===== src/rtl/booth_mult_seq_if.sv =====
`timescale 1ns/1ps
`default_nettype none
// ============================================================================
// Module      : booth_mult_seq_if
// Description : Handshake and operand/result bundle for booth_mult_seq.
//               master : drives start, signed_mode, x, y; observes busy,
//                        done, product.
//               slave  : the multiplier side of the same signals.
// Revision    : 1.0 - initial release
// ============================================================================
interface booth_mult_seq_if #(
    parameter int WIDTH = 8
) ();
    logic                   start;
    logic                   signed_mode;
    logic [WIDTH-1:0]       x;
    logic [WIDTH-1:0]       y;
    logic                   busy;
    logic                   done;
    logic [2*WIDTH-1:0]     product;

    modport master (
        output start, signed_mode, x, y,
        input  busy, done, product
    );

    modport slave (
        input  start, signed_mode, x, y,
        output busy, done, product
    );
endinterface
`default_nettype wire


===== src/rtl/booth_mult_seq.sv =====
`timescale 1ns/1ps
`default_nettype none
// ============================================================================
// Module      : booth_mult_seq
// Description : Iterative radix-4 Booth multiplier, one Booth digit per clock.
//               Operands are extended by two bits (sign- or zero-extension by
//               signed_mode) so a single signed datapath covers both modes.
// Ports       : clk         - rising-edge clock
//               rst         - synchronous active-high reset
//               bus (slave) - start/signed_mode/x/y in, busy/done/product out
// Revision    : 1.0 - initial release
// ============================================================================
module booth_mult_seq #(
    parameter int WIDTH = 8
) (
    input  wire             clk,
    input  wire             rst,
    booth_mult_seq_if.slave bus
);
    localparam int c_E  = WIDTH + 2;        // internal operand width
    localparam int c_N  = c_E / 2;          // Booth digits per operation
    localparam int c_CW = $clog2(c_N + 1);
    localparam logic [c_CW-1:0] c_LAST = c_CW'(c_N - 1);

    typedef enum logic [1:0] {
        S_IDLE = 2'd0,
        S_RUN  = 2'd1,
        S_DONE = 2'd2
    } state_t;

    state_t                 r_state;
    // {r_hi, r_lo, r_prev} is the right-shifting product/multiplier pair.
    // r_hi carries two guard bits so that adding +/-2Y never overflows.
    logic [c_E+1:0]         r_hi;
    logic [c_E-1:0]         r_lo;
    logic                   r_prev;
    logic [c_E-1:0]         r_y;
    logic [c_CW-1:0]        r_cnt;
    logic                   r_busy;
    logic                   r_done;
    logic [2*WIDTH-1:0]     r_product;

    logic                   w_accept;
    logic [c_E-1:0]         w_x_ext;
    logic [c_E-1:0]         w_y_ext;
    logic [2:0]             w_trip;
    logic [c_E:0]           w_mag;
    logic                   w_neg;
    logic [c_E+1:0]         w_mag_ext;
    logic [c_E+1:0]         w_addend;
    logic [c_E+1:0]         w_sum;
    logic [c_E+1:0]         w_hi_next;
    logic [c_E-1:0]         w_lo_next;
    logic                   w_last;

    assign w_accept = bus.start && ((r_state == S_IDLE) || (r_state == S_DONE));

    assign w_x_ext = bus.signed_mode ? {{2{bus.x[WIDTH-1]}}, bus.x} : {2'b00, bus.x};
    assign w_y_ext = bus.signed_mode ? {{2{bus.y[WIDTH-1]}}, bus.y} : {2'b00, bus.y};

    // The current multiplier triplet always sits at the bottom of r_lo
    // because the pair shifts right by two each step.
    assign w_trip = {r_lo[1:0], r_prev};

    // Booth digit select: magnitude (Y or 2Y, E+1 bits) and sign.
    always_comb begin
        w_mag = '0;
        w_neg = 1'b0;
        case (w_trip)
            3'b001, 3'b010: w_mag = {r_y[c_E-1], r_y};
            3'b011:         w_mag = {r_y, 1'b0};
            3'b100: begin
                w_mag = {r_y, 1'b0};
                w_neg = 1'b1;
            end
            3'b101, 3'b110: begin
                w_mag = {r_y[c_E-1], r_y};
                w_neg = 1'b1;
            end
            default: begin
                w_mag = '0;
                w_neg = 1'b0;
            end
        endcase
    end

    // Negation is one's complement with the +1 folded into the adder carry-in.
    assign w_mag_ext = {w_mag[c_E], w_mag};
    assign w_addend  = w_neg ? ~w_mag_ext : w_mag_ext;
    assign w_sum     = r_hi + w_addend + {{(c_E+1){1'b0}}, w_neg};

    // Arithmetic right shift of the whole pair by one Booth digit.
    assign w_hi_next = {{2{w_sum[c_E+1]}}, w_sum[c_E+1:2]};
    assign w_lo_next = {w_sum[1:0], r_lo[c_E-1:2]};

    assign w_last = (r_cnt == c_LAST);

    always_ff @(posedge clk) begin
        if (rst) begin
            r_state   <= S_IDLE;
            r_hi      <= '0;
            r_lo      <= '0;
            r_prev    <= 1'b0;
            r_y       <= '0;
            r_cnt     <= '0;
            r_busy    <= 1'b0;
            r_done    <= 1'b0;
            r_product <= '0;
        end else begin
            r_done <= 1'b0;
            if (w_accept) begin
                r_state <= S_RUN;
                r_hi    <= '0;
                r_lo    <= w_x_ext;
                r_prev  <= 1'b0;
                r_y     <= w_y_ext;
                r_cnt   <= '0;
                r_busy  <= 1'b1;
            end else begin
                case (r_state)
                    S_RUN: begin
                        r_hi   <= w_hi_next;
                        r_lo   <= w_lo_next;
                        r_prev <= r_lo[1];
                        r_cnt  <= r_cnt + c_CW'(1);
                        if (w_last) begin
                            // Low 2*WIDTH bits of the final shifted pair.
                            r_state   <= S_DONE;
                            r_busy    <= 1'b0;
                            r_done    <= 1'b1;
                            r_product <= {w_hi_next[WIDTH-3:0], w_lo_next};
                        end
                    end
                    S_DONE: begin
                        r_state <= S_IDLE;
                    end
                    default: begin
                        r_state <= S_IDLE;
                    end
                endcase
            end
        end
    end

    assign bus.busy    = r_busy;
    assign bus.done    = r_done;
    assign bus.product = r_product;

endmodule
`default_nettype wire

===== src/flat_wrapper.sv =====
// flat-port wrapper written by rule: the top's interface ports become plain ports
module booth_mult_seq_flat 
#(
    parameter int WIDTH = 8
)
  (clk, rst, bus_start, bus_signed_mode, bus_x, bus_y, bus_busy, bus_done, bus_product);
  booth_mult_seq_if #(.WIDTH(WIDTH)) bus_i ();
  input  wire clk;
  input  wire rst;
  input wire logic [$bits(bus_i.start)-1:0] bus_start;
  input wire logic [$bits(bus_i.signed_mode)-1:0] bus_signed_mode;
  input wire logic [$bits(bus_i.x)-1:0] bus_x;
  input wire logic [$bits(bus_i.y)-1:0] bus_y;
  output wire logic [$bits(bus_i.busy)-1:0] bus_busy;
  output wire logic [$bits(bus_i.done)-1:0] bus_done;
  output wire logic [$bits(bus_i.product)-1:0] bus_product;
  assign bus_i.start = bus_start;
  assign bus_i.signed_mode = bus_signed_mode;
  assign bus_i.x = bus_x;
  assign bus_i.y = bus_y;
  assign bus_busy = bus_i.busy;
  assign bus_done = bus_i.done;
  assign bus_product = bus_i.product;
  booth_mult_seq #(.WIDTH(WIDTH)) u_core (.clk(clk), .rst(rst), .bus(bus_i));
endmodule

===== config.mk =====
export PLATFORM = sky130hd
export DESIGN_NAME = booth_mult_seq_flat
export DESIGN_NICKNAME = d
export VERILOG_FILES = /design/src/rtl/booth_mult_seq_if.sv /design/src/rtl/booth_mult_seq.sv /design/src/flat_wrapper.sv
export SDC_FILE = /design/constraint.sdc
export NUM_CORES = 1
export LEC_CHECK = 0
export ABC_AREA = 1
export CORE_MARGIN = 8
export CORE_UTILIZATION = 44
export CTS_CLUSTER_SIZE = 40
export DETAILED_ROUTE_END_ITERATION = 6
export HOLD_SLACK_MARGIN = 0.12
export PLACE_DENSITY = 0.69
export SLEW_MARGIN = 20
export SYNTH_ARGS = -nofsm -noshare
export SYNTH_HDL_FRONTEND = slang
export SYNTH_SLANG_ARGS = --single-unit

===== constraint.sdc =====
create_clock -name clk -period 2.4 [get_ports clk]
set_clock_uncertainty 0.05 [all_clocks]
set_input_delay 0.48 -clock clk [delete_from_list [all_inputs] [get_ports clk]]
set_output_delay 0.48 -clock clk [all_outputs]
set_load 0.005 [all_outputs]

# Word-level counts from Yosys, hierarchy flattened
# Index checks and enable logic that the tools add are counted.
op_classes:
  addsub: 3
  n_eq_ne: 10
  mux: 14
  n_bitwise: 3
  reduce_logical: 12
ops:
  columns: ["operator", "n"]
  rows:
  - ["two-way mux 10 bit", 4]
  - ["one-hot mux 11 bit (2 select lines)", 1]
  - ["adder 12 x 1 -> 12 bit", 1]
  - ["adder 12 bit", 1]
  - ["equality test 3 bit (second input constant)", 4]
  - ["two-way mux 12 bit", 1]
  - ["NOT 12 bit", 1]
  - ["two-way mux 1 bit", 8]
  - ["equality test 3 x 2 -> 1 bit (second input constant)", 2]
  - ["OR reduction 3 bit", 2]
  - ["nonzero test 2 bit", 2]
  - ["OR reduction 2 bit", 2]
  - ["OR reduction 4 bit", 1]
  - ["adder 3 x 1 -> 3 bit (second input constant)", 1]
  - ["equality test 3 x 1 -> 1 bit (second input constant)", 1]
  - ["inequality test 3 x 1 -> 1 bit (second input constant)", 1]
  - ["AND reduction 3 bit", 1]
  - ["equality test 2 x 1 -> 1 bit (second input constant)", 1]
  - ["equality test 2 bit (second input constant)", 1]
  - ["zero test 2 bit", 1]
  - ["NOT 1 bit", 2]
  - ["AND reduction 2 bit", 1]
  - ["logical AND 1 bit", 1]
  - ["logical OR 1 bit", 1]
word_totals:
  reg_bits: 54
  input_bits: 20
  output_inout_bits: 18
  word_cells: 52

# Longest topological paths before layout
# Gate-level depths: netlist of run 1.
logic_depth:
  word_depth: 9
  mapped_depth: 17
  ltp_nobuf: 16

# Worst setup path after synthesis of run 1
# No wires, ideal clock.
synth_path:
  kind: "reg-to-reg"
  start: "register u_core.r_prev"
  end: "register u_core.r_hi[4]"
  setup_ns: 0.116
  t_arrival_ns: 2.461
  t_required_ns: 2.234
  setup_slack_ns: -0.227
  stages_incl_launch_ff: 14
  n_path_buf: 0
  period_less_slack_ns: 2.627
  path_cell_list: "dfxtp_1 -> inv_1 -> ha_1 -> mux2i_1 -> o22ai_1 -> xor2_1 -> fa_1 -> nand3_1 -> nand3_1 -> a21oi_1 -> or2_1 -> nand3_1 -> o211ai_1 -> inv_1"
synth_via:
  elab_chain_cells: 7
  elab_cells_between_ends: 15
  cone_classes: "add/sub (2); eq/ne (6); mux (3); bitwise (1); reduce/logical (3)"
synth_lines:
  columns: ["item", "line_no", "text"]
  rows:
  - ["from (decl)", "booth_mult_seq.sv:36", "logic r_prev;"]
  - ["from (signal assigned)", "booth_mult_seq.sv:124", "r_prev <= r_lo[1];"]
  - ["equality test 3 x 1 -> 1 bit (tied with other cells)", "booth_mult_seq.sv:69", "case (w_trip)"]
  - ["OR reduction 4 bit (no source line) / OR reduction 2 bit (equally long branches)", null, null]
  - ["one-hot mux 11 bit (2 select lines)", "booth_mult_seq.sv:69", null]
  - ["NOT 12 bit", "booth_mult_seq.sv:89", "assign w_addend = w_neg ? ~w_mag_ext : w_mag_ext;"]
  - ["two-way mux 12 bit", "booth_mult_seq.sv:89", null]
  - ["adder 12 bit", "booth_mult_seq.sv:90", "assign w_sum = r_hi + w_addend + {{(c_E+1){1'b0}}, w_neg};"]
  - ["adder 12 x 1 -> 12 bit *", "booth_mult_seq.sv:90", null]
  - ["to (signal assigned)", "booth_mult_seq.sv:122", "r_hi <= w_hi_next;"]
  - ["to (decl)", "booth_mult_seq.sv:34", "logic [c_E+1:0] r_hi;"]
# Mark *: on every way between the ends. The rest lies on a longest branch, timed or not.
# A chain may end at the register's enable or synchronous reset.

# Worst setup path in the final report of run 1
layout_path:
  start: "register u_core.r_lo[0]"
  end: "register u_core.r_hi[4]"
layout_via:
  elab_chain_cells: 7
  elab_cells_between_ends: 15
  cone_classes: "add/sub (2); eq/ne (6); mux (3); bitwise (1); reduce/logical (3)"
layout_lines:
  columns: ["item", "line_no", "text"]
  rows:
  - ["from (decl)", "booth_mult_seq.sv:35", "logic [c_E-1:0] r_lo;"]
  - ["from (signal assigned)", "booth_mult_seq.sv:114", "r_lo <= w_x_ext;"]
  - ["from (signal assigned)", "booth_mult_seq.sv:123", "r_lo <= w_lo_next;"]
  - ["equality test 3 x 1 -> 1 bit (tied with other cells)", "booth_mult_seq.sv:69", null]
  - ["OR reduction 4 bit (no source line) / OR reduction 2 bit (equally long branches)", null, null]
  - ["one-hot mux 11 bit (2 select lines)", "booth_mult_seq.sv:69", null]
  - ["NOT 12 bit", "booth_mult_seq.sv:89", null]
  - ["two-way mux 12 bit", "booth_mult_seq.sv:89", null]
  - ["adder 12 bit", "booth_mult_seq.sv:90", null]
  - ["adder 12 x 1 -> 12 bit *", "booth_mult_seq.sv:90", null]
# Marks and branches as above.

==> qor.yml, run 1 <==
run_status:
  status: "finished with violations"
  failed_checks: "setup timing"
global_routing:
  grt_usage_pct: 17.25
  antenna_found_initial: 0
  overflow: 0
  grt_pass1_wl_um: 12450
  grt_max_degree: 25
  grt_pass1_vias: 2658
final_layout:
  drive_gt1_share_pct: 27.59
  multi_input_area_mm2: 0.001764
  area_delta_synth_final_pct: 42.35
  postLayoutCellArea_mm2: 0.003949
  nNetsFinal: 489
  fillCellCount: 524
  diodes: 0
  regArea_mm2: 0.001065
  final_cells: 530
synth:
  synthArstFlopShare_pct: 0
  yosysSeqAreaShare_pct: 38.25
  synth_warnings: 0
  syn_nets: 418
  ys_ff_latch: 53
  netlist_area_mm2: 0.002774
  yosysMostFrequentCell: "nand2_1"
  yosysTopAreaCell: "dfxtp_1"
  postSynthCellCount: 381
  yosys.cell_types.count: 34
  syn_avg_cell_area_um2: 7.281
  synthTopCellsByArea: "dfxtp_1 (38%), nand2_1 (8.3%), ha_1 (7.2%), inv_1 (6.9%), nor2_1 (6.0%)"
  synth_ff_type: "dfxtp_1"
  synth_top_area_share_pct: 38.25
  synth_common_cells: "nand2_1 (61), dfxtp_1 (53), inv_1 (51)"
  synth_edf_count: 0
drt:
  vias_per_cell: 5.134
  firstDrtPassIters: 4
  wl_per_cell_um: 14.64
  drc_errors: 0
  ant_nets: 0
  wirelength_um: 7757
  vias: 2721
  drt_iter0_drc: 187
setup_path:
  path_max_fanout: 5
  r2r_slack_ns: -0.09
  end_kind: "flip-flop"
  r2r-end: "u_core.r_hi[4]"
  crit_slowest_cell: "dfxtp_2"
  critPathLaunchType: "flip-flop"
  rr_startpoint: "u_core.r_lo[0]"
  r2r_cells: 14
  cp_cell_sequence: "buf_6 -> ha_1 -> nand2_2 -> nand3_4 -> buf_4 -> xor2_2 -> ha_4 -> nand2_2 -> nand3_4 -> a21oi_4 -> or2_1 -> nand3_1 -> o211ai_1 -> inv_1"
  arrival_ns: 2.66
  crit_required_ns: 2.57
  critical_path_class: "reg -> reg"
  critPathMaxStageDelay_ns: 0.35
power:
  power.leakage_nw: 1.775
  power.density_mw_per_mm2: 544.1
  ir_worst_vdd_uv: 296.2
placed_design:
  placed_cells: 507
  port_buffers: 37
  dp.final_hpwl_um: 5198
  detailed_place.area_mm2: 0.003382
  gp_congestion: 0.9638
clock_network:
  cts.htree.levels: 2
  cts_tree: "done"
  clock_latency_ns: 0.31
  clkTransAtPathRegs_ns: 0.10
  numCtsBuffers: 5
  cts_buffer_depth: 2
  postCtsHoldBufs: 0
  clockRootBuffer: "clkbuf_8"
  cts_sinks: 53
worst_hold_path:
  hold_path.class: "reg -> reg"
  worstHoldEndpoint: "u_core.r_cnt[2]"
  hp-start: "u_core.r_cnt[2]"
  hold_depth: 2
floorplan:
  die_area_mm2: 0.009101
  core_mm2: 0.006241
  die_h_um: 95.40
  io_pins: 38
  rows: 29
  dieWidth_um: 95.40
  start_util_pct: 44.45
sta:
  max_slew_margin_pct: 71.14
  final_critical_path_setup_slack_ns: -0.09279
  finalSetupViolCount: 11
  fmax_ghz: 0.4012
  hold_violations: 0
  grt_setup_unrepaired: "true"
  worstMarginPinSlew_ns: 0.4325
  slew_viol_final: 0
  fin_hold_ws_ns: 0.4208
  finalCritPeriodShare_pct: 103.9
  period_needed_ns: 2.493
job:
  max-cap-violations: 0
-- layout by cell type, fill, tap and decap left out, types with 5 or more instances in the layout --
master           synthesis  routed
nand2_2                  2      17
nand2_1                 61      44
o21ai_0                 33      24
dfxtp_1                 53      50
clkdlybuf4s50_1          0      37
buf_4                    3      32
inv_2                    4      11
a31oi_1                  8       7
nor2_1                  44      39
inv_1                   51      44
a21oi_1                 26      19
nand3_1                 22      17
a211oi_1                 5       5
ha_1                    16      10
ha_4                     0       5
clkbuf_8                 0       5
buf_6                    0       8
xor2_2                   0       5
o21ai_1                  0       6
a21oi_2                  0       6
xor2_1                  12       7
-- layout make-up --
cell class	instances	area share [%]
clock buffer	6	1.838
clock inverter	2	0.3802
inverter	56	5.450
multi-input combinational	258	44.68
sequential	53	26.96
tap	77	2.440
timing repair buffer	78	18.25
-- worst max-delay path, delay by kind of cell (launching register included) --
kind	cells	cell delay [ns]
adders and majority gates	2	0.45
xor gates and xnor gates	1	0.27
AOI/OAI and AO/OA	2	0.26
buffers and inverters	3	0.34
DFF	1	0.35
and+or+nand+nor	6	0.68
-- report_power, final --
group	switching, W	leakage (nW)	internal, W
clock network	0.000311	0.0374	0.000206
logic	0.000362	1.30	0.000314
registers	0.0000304	0.434	0.000925
-- flip-flops by register name (all words and copies together), names as in the netlist --
signal	flops
u_core.bus.product	16
u_core.r_prev	1
u_core.r_lo	10
u_core.r_y	9
u_core.r_hi	10
u_core.bus.busy	1
u_core.r_state	2
u_core.r_cnt	3
u_core.bus.done	1
-- cell families (layout without fill, tap and decap cells) --
| family | count (synthesis) | count (layout) | share of synthesized area (%) |
|---|---|---|---|
| AND/OR/NAND/NOR | 139 | 139 | 21.38 |
| AO/OA/AOI/OAI | 88 | 88 | 17.86 |
| buffers and inverters | 70 | 142 | 10.10 |
| flip-flops | 53 | 53 | 38.25 |
| adder cells (fa/ha/maj) | 17 | 17 | 7.939 |
| XOR/XNOR | 13 | 13 | 4.105 |
| multiplexers | 1 | 1 | 0.3609 |
-- per-stage QoR --
step                TNS, ns  power (W)  utilization [%]  worst slack (ns)
floorplan                 0   0.001266                -           0.02055
global placement     -1.615   0.001446            54.19           -0.2030
detailed placement   -2.526   0.001453            54.19           -0.2595
CTS                 -0.3076   0.002073            60.04          -0.05364
global route         -2.501   0.002260            63.27           -0.2263
finish              -0.6499   0.002149            63.27          -0.09279
-- routing by layer --
| metal | routed length (um) | GRT usage (%) | part of all wire [%] |
|---|---|---|---|
| met1 | 3411 | 21.68 | 44 |
| met2 | 3695 | 28.42 | 48 |
| met3 | 452 | 3.071 | 5.8 |
| met4 | 197 | 7.298 | 2.5 |
| met5 | 0 | 0 | 0 |
-- timing repair --
| action | 4_1_cts | 5_1_grt |
|---|---|---|
| cloned | 0 | 0 |
| endpoints found under the setup margin | 14 | 14 |
| resized for setup | 47 | 47 |
| pin swaps | 17 | 31 |
| buffers inserted | 11 | 4 |
-- how the worst max path moves through the flow --
| stage | start | end | slack [ns] | cells past startpoint |
|---|---|---|---|---|
| finish | u_core.r_lo[0] | u_core.r_hi[4] | -0.09 | 14 |
| global route | u_core.r_prev | u_core.r_hi[4] | -0.23 | 14 |
| CTS | u_core.r_prev | u_core.r_hi[4] | -0.05 | 14 |
| global placement | u_core.r_prev | u_core.r_hi[4] | -0.20 | 13 |
| floorplan | u_core.r_prev | u_core.r_hi[4] | 0.02 | 14 |
| detailed placement | u_core.r_prev | u_core.r_hi[9] | -0.26 | 15 |
No activity file was read; power rests on OpenSTA's default activity.
==> run 2, diff against run 1 <==
--- a/config.mk
+++ b/config.mk
@@ -12,6 +12,7 @@
 export DETAILED_ROUTE_END_ITERATION = 6
 export HOLD_SLACK_MARGIN = 0.12
 export PLACE_DENSITY = 0.69
+export SETUP_SLACK_MARGIN = 0.02
 export SLEW_MARGIN = 20
 export SYNTH_ARGS = -nofsm -noshare
 export SYNTH_HDL_FRONTEND = slang
==> qor.yml, run 2 (synthesis gave the netlist of run 1 again) <==
worst_hold_path:
  hold_path.class: "reg -> reg"
clock_network:
  clkTransAtPathRegs_ns: 0.10  # about the same
  cts_tree: "done"
  clock_latency_ns: 0.32  # about the same
  clockRootBuffer: "clkbuf_8"
  cts_buffer_depth: 2  # unchanged
  cts.htree.levels: 2  # unchanged
  numCtsBuffers: 5  # unchanged
  cts_sinks: 53  # unchanged
placed_design:
  dp.final_hpwl_um: 5198  # unchanged
  port_buffers: 37  # unchanged
  gp_congestion: 0.9638  # unchanged
setup_path:
  path_max_fanout: 5  # unchanged
  crit_slowest_cell: "dfxtp_2"
  arrival_ns: 2.67  # about the same
  critical_path.top_delay_family: "simple AND/OR/NAND/NOR gates"
  critical_path_class: "reg -> reg"
  crit_required_ns: 2.57  # about the same
  end_kind: "flip-flop"
  critPathLaunchType: "flip-flop"
  cp_cell_sequence: "buf_6 -> ha_2 -> nand2_2 -> nand3_4 -> buf_4 -> xor2_2 -> ha_4 -> nand2_2 -> nand3_4 -> a21oi_4 -> or2_1 -> nand3_1 -> o211ai_1 -> inv_1"
  critPathMaxStageDelay_ns: 0.35  # about the same
  crit_buf_inv: 3  # unchanged
floorplan:
  core_mm2: 0.006241  # unchanged
  io_pins: 38  # unchanged
  die_h_um: 95.40  # unchanged
  start_util_pct: 44.45  # unchanged
  die_area_mm2: 0.009101  # unchanged
  dieWidth_um: 95.40  # unchanged
  rows: 29  # unchanged
global_routing:
  grt_pass1_vias: 2661  # +0.11%
  grt_max_degree: 25  # unchanged
  overflow: 0  # unchanged
  grt_usage_pct: 17.25  # unchanged
  grt_pass1_wl_um: 12450  # unchanged
  antenna_found_initial: 0  # unchanged
sta:
  tns_ns: -0.7184  # -0.06851 ns
  fmax_ghz: 0.4008  # about the same
  worstMarginPinSlew_ns: 0.4325  # +0.00006640 ns
  period_needed_ns: 2.495  # +0.002188 ns
  final_critical_path_setup_slack_ns: -0.09498  # -0.002188 ns
  slew_viol_final: 0  # unchanged
  max_slew_margin_pct: 71.13  # about the same
  grt_setup_unrepaired: "true"
  finalCritPeriodShare_pct: 104.0  # about the same
  hold_violations: 0  # unchanged
  finalSetupViolCount: 11  # unchanged
drt:
  vias: 2720  # -0.037%
  wl_per_cell_um: 14.69  # +0.37%
  drc_errors: 0  # unchanged
  vias_per_cell: 5.132  # about the same
  wirelength_um: 7786  # +0.37%
  drt_iter0_drc: 154  # -18%
  ant_nets: 0  # unchanged
  firstDrtPassIters: 4  # unchanged
final_layout:
  drive_gt1_share_pct: 27.59  # unchanged
  diodes: 0  # unchanged
  final_common_cell: "dfxtp_1"
  area_delta_synth_final_pct: 42.35  # unchanged
  final_cell_mix: "dfxtp_1 (50), inv_1 (44), nand2_1 (44)"
  nNetsFinal: 489  # unchanged
  largest_reg_flops: 16  # unchanged
  postLayoutCoreUtil_pct: 63.27  # unchanged
power:
  ir_worst_vdd_uv: 296.4  # about the same
  power.density_mw_per_mm2: 545.1  # +0.18%
  power.leakage_nw: 1.775  # unchanged
job:
  max-cap-violations: 0  # unchanged
run_status:
  status: "finished with violations"
  failed_checks: "setup timing"
run 2: worst reg2reg max path: stages (launching register included):
cell and delay (ns):
dfxtp_2 0.35, buf_6 0.12, ha_2 0.18, nand2_2 0.10, nand3_4 0.12, buf_4 0.17
xor2_2 0.27, ha_4 0.28, nand2_2 0.11, nand3_4 0.10, a21oi_4 0.14, or2_1 0.15
nand3_1 0.09, o211ai_1 0.12, inv_1 0.05
run 2: timing repair:
item | in CTS | in global routing
setup endpoints to repair | 14 | 14
cloned | 0 | 0
gates resized for setup | 48 | 46
setup buffers | 11 | 4
hold buffers | 0 | 0
pin swaps | 17 | 31
run 2: worst paths after layout:
check | startpoint | endpoint | slack (ns) | depth (start not counted)
setup / recovery | u_core.r_prev | u_core.r_hi[4] | -0.09 | 14
hold reg to reg | u_core.r_cnt[2] | u_core.r_cnt[2] | 0.42 | 2
hold / removal | u_core.r_cnt[2] | u_core.r_cnt[2] | 0.42 | 2
setup reg to reg | u_core.r_prev | u_core.r_hi[4] | -0.09 | 14
run 2: where the power goes:
| part | leakage, nW | total [W] | internal (W) | switching (W) |
|---|---|---|---|---|
| clock network | 0.0374 | 0.000520 | 0.000206 | 0.000314 |
| registers | 0.434 | 0.000955 | 0.000925 | 0.0000305 |
| logic | 1.30 | 0.000677 | 0.000314 | 0.000362 |
| total | 1.77 | 0.00215 | 0.00145 | 0.000707 |
run 2: final cells by class:
cell class / instances / area, um2
clock inverters: 2 / 15.01
multi-input cells: 258 / 1764
clock buffers: 6 / 72.57
fillers: 524 / 2292
repair buffers: 78 / 720.7
flip-flops and latches: 53 / 1065
inverters: 56 / 215.2
well taps: 77 / 96.34
run 2: layer usage:
metal / global-route usage, % / up-vias / wire length [um]
li1: - / 1385 / -
met4: 7.298 / 0 / 197
met1: 21.68 / 1243 / 3486
met2: 28.42 / 75 / 3674
met3: 3.071 / 17 / 426
met5: 0 / - / 0
run 2: per-stage QoR:
step	cells	setup WS (ns)	cell area (um2)	hold WS, ns	total power (W)
finish	530	-0.09498	3949	0.4200	0.002152
global route	530	-0.2263	3949	0.4374	0.002260
CTS	526	-0.05364	3747	0.4186	0.002073
detailed placement	507	-0.2595	3382	0.4032	0.001453
global placement	507	-0.2030	3382	0.3922	0.001446
floorplan	381	0.02055	2793	0.3847	0.001266
